`src/rtl/serial_adder32.sv`:
```
// Bit-serial adder: one full-adder cell plus a carry register, LSB first, one bit per clock.
// Operands are captured on an accepted start pulse; completion is signalled with a one-cycle done pulse.

module fulladder (
    output logic sum,
    output logic carry_out,
    input  logic a,
    input  logic b,
    input  logic carry_in
);
    assign sum       = a ^ b ^ carry_in;
    assign carry_out = (a & b) | (carry_in & (a ^ b));
endmodule

module serial_adder32 #(
    parameter int unsigned WIDTH = 32
) (
    input  logic             clk,
    input  logic             rst_n,
    input  logic             start,
    input  logic [WIDTH-1:0] a,
    input  logic [WIDTH-1:0] b,
    input  logic             cin,
    output logic             busy,
    output logic             done,
    output logic [WIDTH-1:0] sum,
    output logic             cout,
    output logic             overflow
);
    localparam int unsigned CNT_W = $clog2(WIDTH);

    typedef enum logic {
        IDLE = 1'b0,
        RUN  = 1'b1
    } state_t;

    state_t           state;
    logic [WIDTH-1:0] a_sh;
    logic [WIDTH-1:0] b_sh;
    // Only the upper WIDTH-1 result bits need storage; the newest bit comes straight from the cell.
    logic [WIDTH-2:0] s_sh;
    logic             c_reg;
    logic [CNT_W-1:0] cnt;
    logic             fa_sum;
    logic             fa_cout;
    logic [WIDTH-1:0] s_next;

    fulladder u_fa (
        .sum       (fa_sum),
        .carry_out (fa_cout),
        .a         (a_sh[0]),
        .b         (b_sh[0]),
        .carry_in  (c_reg)
    );

    assign s_next = {fa_sum, s_sh};

    // Control FSM and datapath registers
    always_ff @(posedge clk) begin
        if (!rst_n) begin
            state    <= IDLE;
            busy     <= 1'b0;
            done     <= 1'b0;
            sum      <= '0;
            cout     <= 1'b0;
            overflow <= 1'b0;
            a_sh     <= '0;
            b_sh     <= '0;
            s_sh     <= '0;
            c_reg    <= 1'b0;
            cnt      <= '0;
        end else begin
            done <= 1'b0;
            case (state)
                IDLE: begin
                    if (start) begin
                        a_sh  <= a;
                        b_sh  <= b;
                        c_reg <= cin;
                        cnt   <= '0;
                        busy  <= 1'b1;
                        state <= RUN;
                    end
                end
                RUN: begin
                    s_sh  <= s_next[WIDTH-1:1];
                    a_sh  <= {1'b0, a_sh[WIDTH-1:1]};
                    b_sh  <= {1'b0, b_sh[WIDTH-1:1]};
                    c_reg <= fa_cout;
                    cnt   <= cnt + CNT_W'(1);
                    if (cnt == CNT_W'(WIDTH - 1)) begin
                        sum      <= s_next;
                        cout     <= fa_cout;
                        overflow <= fa_cout ^ c_reg;
                        done     <= 1'b1;
                        busy     <= 1'b0;
                        state    <= IDLE;
                    end
                end
                default: state <= IDLE;
            endcase
        end
    end
endmodule

```
`config.mk`:
```
export PLATFORM = sky130hd
export DESIGN_NAME = serial_adder32
export DESIGN_NICKNAME = d
export VERILOG_FILES = /design/src/rtl/serial_adder32.sv
export SDC_FILE = /design/constraint.sdc
export NUM_CORES = 1
export LEC_CHECK = 0
export BUFFER_PORTS_ARGS = -buffer_cell sky130_fd_sc_hd__clkbuf_2
export CORE_MARGIN = 4
export CORE_UTILIZATION = 51
export CTS_BUF_LIST = sky130_fd_sc_hd__clkbuf_16
export DETAILED_ROUTE_END_ITERATION = 7
export PLACE_DENSITY = 0.74
export SYNTH_ARGS = -nofsm -noshare
export SYNTH_HDL_FRONTEND = slang
export SYNTH_SLANG_ARGS = --single-unit
export TNS_END_PERCENT = 50
```
`constraint.sdc`:
```
create_clock -name clk -period 1.52 [get_ports clk]
set_input_delay 0.152 -clock clk [delete_from_list [all_inputs] [get_ports clk]]
set_output_delay 0.152 -clock clk [all_outputs]
set_load 0.005 [all_outputs]
```
==> impl_metrics.py, run 1 <==
metrics = {
    "worst_setup_path": {
        "cp_max_fo": 9,
        "path_buf_inv": 1,
        "critical-path-top-delay-family": "simple AND/OR/NAND/NOR gates",
        "crit_path_start_kind": "register",
        "critPathKind": "reg -> reg",
        "cp_slowest_cell": "dfxtp_2",
        "crit_path_frequent_cell": "ha_4",
        "cp_cell_sequence": "ha_4 > and3_4 > ha_4 > and2_4 > clkbuf_16 > o211a_1",
        "endpoint_kind": "register",
        "worstPathRequired_ps": 1830,
        "critPathMaxStageDelay_ps": 340,
        "crit_arrival_ps": 1830,
    },
    "synthesis": {
        "synth_fp_nets": 713,
        "yosysWarnings": 0,
        "syn_inst": 641,
        "synth_area_um2": 6057,
        "yosysSeqAreaShare_pct": 45.61,
        "synth_top_area_share_pct": 45.61,
        "synth.area.top_cells": "dfxtp_1, mux2i_1, nand2_1",
        "yosysTopAreaCell": "dfxtp_1",
        "yosys_register_bits": 138,
        "avgSynthCellArea_um2": 9.449,
        "synth_cell_types": 25,
    },
    "layout": {
        "final_common_cell": "dfxtp_1",
        "final_nets": 810,
        "diodes": 0,
        "layout.cells.non_filler": 894,
        "syn2layout_area_growth_pct": 24.17,
        "reg_top3": "a_sh x32, b_sh x32, sum x32",
        "final_cell_mix": "dfxtp_1, nand2_1, clkbuf_2, mux2i_1, o21ai_0",
        "drive_gt1_share_pct": 27.16,
        "design_area_um2": 7521,
    },
    "sta": {
        "worst_clock_skew_ps": 5.379,
        "slew-limit-headroom_pct": 75.89,
        "setup_viol": 0,
        "final.min_clock_period_ps": 1516,
        "final_hold_viol_count": 0,
        "hold-worst-slack_ps": 116.9,
        "finalCritPeriodShare_pct": 99.73,
        "maxSlewViolCount": 0,
        "max_freq_ghz": 0.6596,
        "worst_pin_slew_ps": 361.7,
        "rsz0062_at_grt": "true",
    },
    "cts": {
        "ctsLongestPathBuffers": 2,
        "insertion_delay_ps": 420,
        "cts_tree": "built",
        "h-tree-depth": 4,
        "clockRootBuffer": "clkbuf_16",
        "cts.clk_slew.worst_paths_ps": 60,
        "numCtsBuffers": 17,
        "cts_num_sinks": 138,
    },
    "pwr": {
        "p_per_area_nw_per_um2": 1163,
        "ir_drop_mv": 0.6705,
        "power.total_mw": 8.743,
        "p_leak_nw": 3.173,
    },
    "drt": {
        "drc_errors": 0,
        "drtIter0Drc": 249,
        "wl_per_cell_um": 14.13,
        "vias": 4509,
        "via_per_inst": 5.044,
        "ant_nets": 0,
        "totalWireLength_um": 12630,
        "drt-pass1-iter-count": 4,
    },
    "floorplan": {
        "io_pins": 104,
        "die_area_um2": 13680,
        "core_area_um2": 11520,
        "die_h_um": 117.0,
        "rows": 39,
        "die_w_um": 117.0,
        "start_util_pct": 52.60,
    },
    "min_path": {
        "hold_class": "in -> reg",
    },
    "global_route": {
        "grt_max_degree": 75,
        "grt_usage_pct": 18.67,
        "grt_pass1_wl_um": 20040,
        "grt_overflow": 0,
        "antenna_found_initial": 0,
        "grt_pass1_vias": 4426,
    },
    "flow_run": {
        "maxCapViolCount": 0,
    },
    "placement": {
        "dp.cells": 854,
        "gp_congestion": 0.7384,
        "dpl-instance-area_um2": 6678,
        "io_buffers": 103,
        "place.detailed.hpwl_um": 7831,
    },
    "run_status": {
        "status": "finished clean",
    },
}
==> metal layers <==
metal,global-route usage (%),share of wire [%]
met3,5.244,4.5
met2,30.79,48
met1,22.42,44
met4,9.174,2.9
met5,0,0
==> through the flow <==
step / util (%) / setup slack [ps] / setup TNS [ps]
after floorplan: - / 11.86 / 0
after global placement: 57.99 / -8.309 / -8.309
after detailed placement: 57.99 / -114.5 / -382.5
after CTS: 63.82 / 0.8482 / 0
after global routing: 65.31 / -52.33 / -832.6
final: 65.31 / 4.040 / 0
==> timing repair <==
item,in CTS,in global routing
hold buffers,2,0
gates resized for setup,6,25
endpoints found under the hold margin,2,0
setup endpoints to repair,34,33
cloned,1,4
pin swaps,0,8
setup buffers,0,1
==> logic make-up (layout without fill, tap and decap cells) <==
group	count (synthesis)	count (layout)	synth area share [%]
flip-flops	138	138	45.61
multiplexers	96	96	15.86
XOR/XNOR	2	2	0.2892
adder cells (fa/ha/maj)	4	4	0.9503
AND/OR/NAND/NOR	246	246	19.85
buffers and inverters	49	159	5.536
AO/OA/AOI/OAI	106	106	11.90
==> tightest hold or removal path: stages <==
cell	delay, ps
clkbuf_2	70
mux2i_1	50
o21ai_0	120
and2_1	110
==> cells in the mapped netlist <==
cell,instances
fa_1,1
o211a_1,1
a21boi_1,1
a21boi_0,6
nand2_1,133
nand3_1,1
o21a_1,2
ha_1,3
nor3b_1,4
a21boi_2,26
nor2b_1,38
o21ai_0,65
nand2b_1,1
buf_2,4
buf_6,15
and2_1,64
xnor2_1,1
xor2_1,1
mux2i_1,96
and3_1,2
nor2_1,3
buf_4,9
dfxtp_1,138
clkbuf_1,21
a21oi_1,5
==> power by group <==
group	leakage (nW)	switching, mW	total (mW)	internal [mW]
registers	1.12	0.0797	3.82	3.74
clock network	0.295	1.57	4.25	2.68
logic	1.75	0.311	0.674	0.364
==> layout make-up <==
type | instances | area, um2
well taps | 143 | 178.9
clock inverters | 14 | 170.2
multi-input cells | 454 | 3048
clock buffers | 18 | 450.4
flip-flops and latches | 138 | 2769
repair buffers | 127 | 904.6
fillers | 961 | 3995
==> worst paths after layout <==
check	from	endpoint	slack, ps	cells after the start
setup / recovery	cnt[1]	overflow	4	6
hold / removal	a[1]	a_sh[1]	120	4
setup reg to reg	cnt[1]	overflow	4	6
hold reg to reg	sum[23]	sum[23]	460	2
Power figures use the tool's default switching activity.
==> run 2, diff against run 1 <==
--- a/config.mk
+++ b/config.mk
@@ -10,7 +10,7 @@
 export CORE_UTILIZATION = 51
 export CTS_BUF_LIST = sky130_fd_sc_hd__clkbuf_16
 export DETAILED_ROUTE_END_ITERATION = 7
-export PLACE_DENSITY = 0.74
+export PLACE_DENSITY = 0.78
 export SYNTH_ARGS = -nofsm -noshare
 export SYNTH_HDL_FRONTEND = slang
 export SYNTH_SLANG_ARGS = --single-unit
==> run 2 against run 1 <==
Effect of this change: clock power decreased by 7.3%; total power shrank 3.8%; combinational power fell by 3%; non-clock buffer count down 6; critical path depth stayed put; clock skew is 1.7 ps higher; sequential cell count unchanged; register-to-register slack improved by 40 ps; hold slack improved by 19 ps; setup slack improved by 39 ps; largest cell class unchanged.
==> impl_metrics.py, run 2 (same netlist as run 1, synthesis figures left out) <==
metrics = {
    "layout": {
        "drive_gt1_share_pct": 24.12,
        "final_cell_mix": "dfxtp_1, nand2_1, clkbuf_2, mux2i_1, o21ai_0",
        "n_fill_cell": 927,
        "diodes": 0,
        "final_common_cell": "dfxtp_1",
        "final_nets": 804,
        "reg_top3": "a_sh x32, b_sh x32, sum x32",
        "design_area_um2": 7336,
        "syn2layout_area_growth_pct": 21.11,
    },
    "global_route": {
        "antenna_found_initial": 0,
        "grt_pass1_vias": 4263,
        "grt_pass1_wl_um": 19200,
        "grt_overflow": 0,
        "grt_max_degree": 72,
        "grt_usage_pct": 17.71,
    },
    "floorplan": {
        "core_area_um2": 11520,
        "die_area_um2": 13680,
        "rows": 39,
        "start_util_pct": 52.60,
        "die_h_um": 117.0,
        "die_w_um": 117.0,
        "io_pins": 104,
    },
    "cts": {
        "h-tree-depth": 4,
        "cts_num_sinks": 138,
        "numCtsBuffers": 17,
        "insertion_delay_ps": 410,
        "ctsLongestPathBuffers": 2,
        "cts.clk_slew.worst_paths_ps": 60,
        "cts_tree": "built",
        "clockRootBuffer": "clkbuf_16",
    },
    "flow_run": {
        "maxCapViolCount": 0,
    },
    "placement": {
        "io_buffers": 103,
        "place_ws_ps": -94.36,
        "gp_congestion": 0.7443,
        "place.detailed.hpwl_um": 7690,
        "dpl-instance-area_um2": 6635,
    },
    "worst_setup_path": {
        "endpoint_kind": "register",
        "r2r_setup_slack_ps": 40,
        "crit_arrival_ps": 1770,
        "critPathMaxStageDelay_ps": 330,
        "worstPathRequired_ps": 1820,
        "crit_path_frequent_cell": "ha_4",
        "cp_max_fo": 7,
        "crit_path_start_kind": "register",
        "critical-path-top-delay-family": "simple AND/OR/NAND/NOR gates",
        "cp_cell_sequence": "ha_4 > and3_4 > ha_4 > and2_4 > clkbuf_16 > o211a_1",
        "path_buf_inv": 1,
        "cp_slowest_cell": "dfxtp_2",
        "critPathKind": "reg -> reg",
    },
    "pwr": {
        "ir_drop_mv": 0.7790,
        "p_per_area_nw_per_um2": 1146,
        "p_leak_nw": 3.055,
        "switchingPower_mw": 1.804,
        "internal_power_mw": 6.605,
        "pwr-share-clk_pct": 46.8,
        "combinationalPowerShare_pct": 7.8,
        "power_frac_seq_pct": 45.4,
        "switching_share_pct": 21.46,
    },
    "drt": {
        "via_per_inst": 4.993,
        "wl_per_cell_um": 13.52,
        "drtIter0Drc": 213,
        "drc_errors": 0,
        "ant_nets": 0,
        "drt-pass1-iter-count": 4,
        "totalWireLength_um": 11970,
        "vias": 4419,
    },
    "sta": {
        "fin_ws_ps": 43.22,
        "final.min_clock_period_ps": 1477,
        "max_freq_ghz": 0.6771,
        "hold-worst-slack_ps": 135.4,
        "setup_viol": 0,
        "fin_setup_tns_ps": 0,
        "final_hold_viol_count": 0,
        "worst_clock_skew_ps": 7.075,
        "slew-limit-headroom_pct": 83.74,
        "maxSlewViolCount": 0,
        "worst_pin_slew_ps": 243.9,
        "finalCritPeriodShare_pct": 97.16,
    },
    "min_path": {
        "hold_class": "in -> reg",
    },
    "run_status": {
        "status": "finished clean",
    },
}
==> run 2: final cells by class <==
class	instances	area, um2	area share [%]
clock inverter	12	135.1	1.842
multi-input combinational	454	2998	40.87
clock buffer	17	425.4	5.799
tap	143	178.9	2.439
timing repair buffer	121	829.5	11.31
sequential	138	2769	37.75
==> run 2: metal layers <==
metal  track usage [%]  vias to the layer above  routed length, um
li1                  -                     2312                  -
met1             21.79                     2012               5393
met2             29.92                       79               5875
met3             4.062                       16                466
met4             7.339                        0                234
met5                 0                        -                  0
==> run 2: metrics by stage <==
stage / util [%] / power [mW] / std cells
after floorplan: - / 4.367 / 641
after global placement: 57.62 / 4.517 / 850
after detailed placement: 57.62 / 4.544 / 850
after CTS: 62.93 / 8.504 / 882
after global routing: 63.70 / 8.739 / 885
final: 63.70 / 8.410 / 885
==> run 2: worst paths after layout <==
| check | start | endpoint | depth (start not counted) |
|---|---|---|---|
| max | cnt[1] | overflow | 6 |
| min | a[7] | a_sh[7] | 4 |
| max reg2reg | cnt[1] | overflow | 6 |
| min reg2reg | sum[14] | sum[14] | 2 |
==> run 2: power by group through the flow <==
stage / clock network (mW) / registers (mW) / logic (mW)
floorplan: 0 / 3.86 / 0.504
global placement: 0 / 3.88 / 0.635
detailed placement: 0 / 3.89 / 0.654
CTS: 4.03 / 3.81 / 0.662
global route: 4.17 / 3.83 / 0.739
finish: 3.94 / 3.81 / 0.657
==> run 2: worst register-to-register path, cell delays in order (launching register included) <==
cell,delay (ps)
dfxtp_2,330
ha_4,150
and3_4,180
ha_4,150
and2_4,180
clkbuf_16,170
o211a_1,200
==> run 2: repair_timing <==
item | CTS | global route
pin swaps | 0 | 2
gates cloned | 1 | 2
gates resized for setup | 5 | 10
setup endpoints to repair | 27 | 34
hold buffers | 2 | 0
setup buffers | 0 | 1
endpoints found under the hold margin | 2 | 0
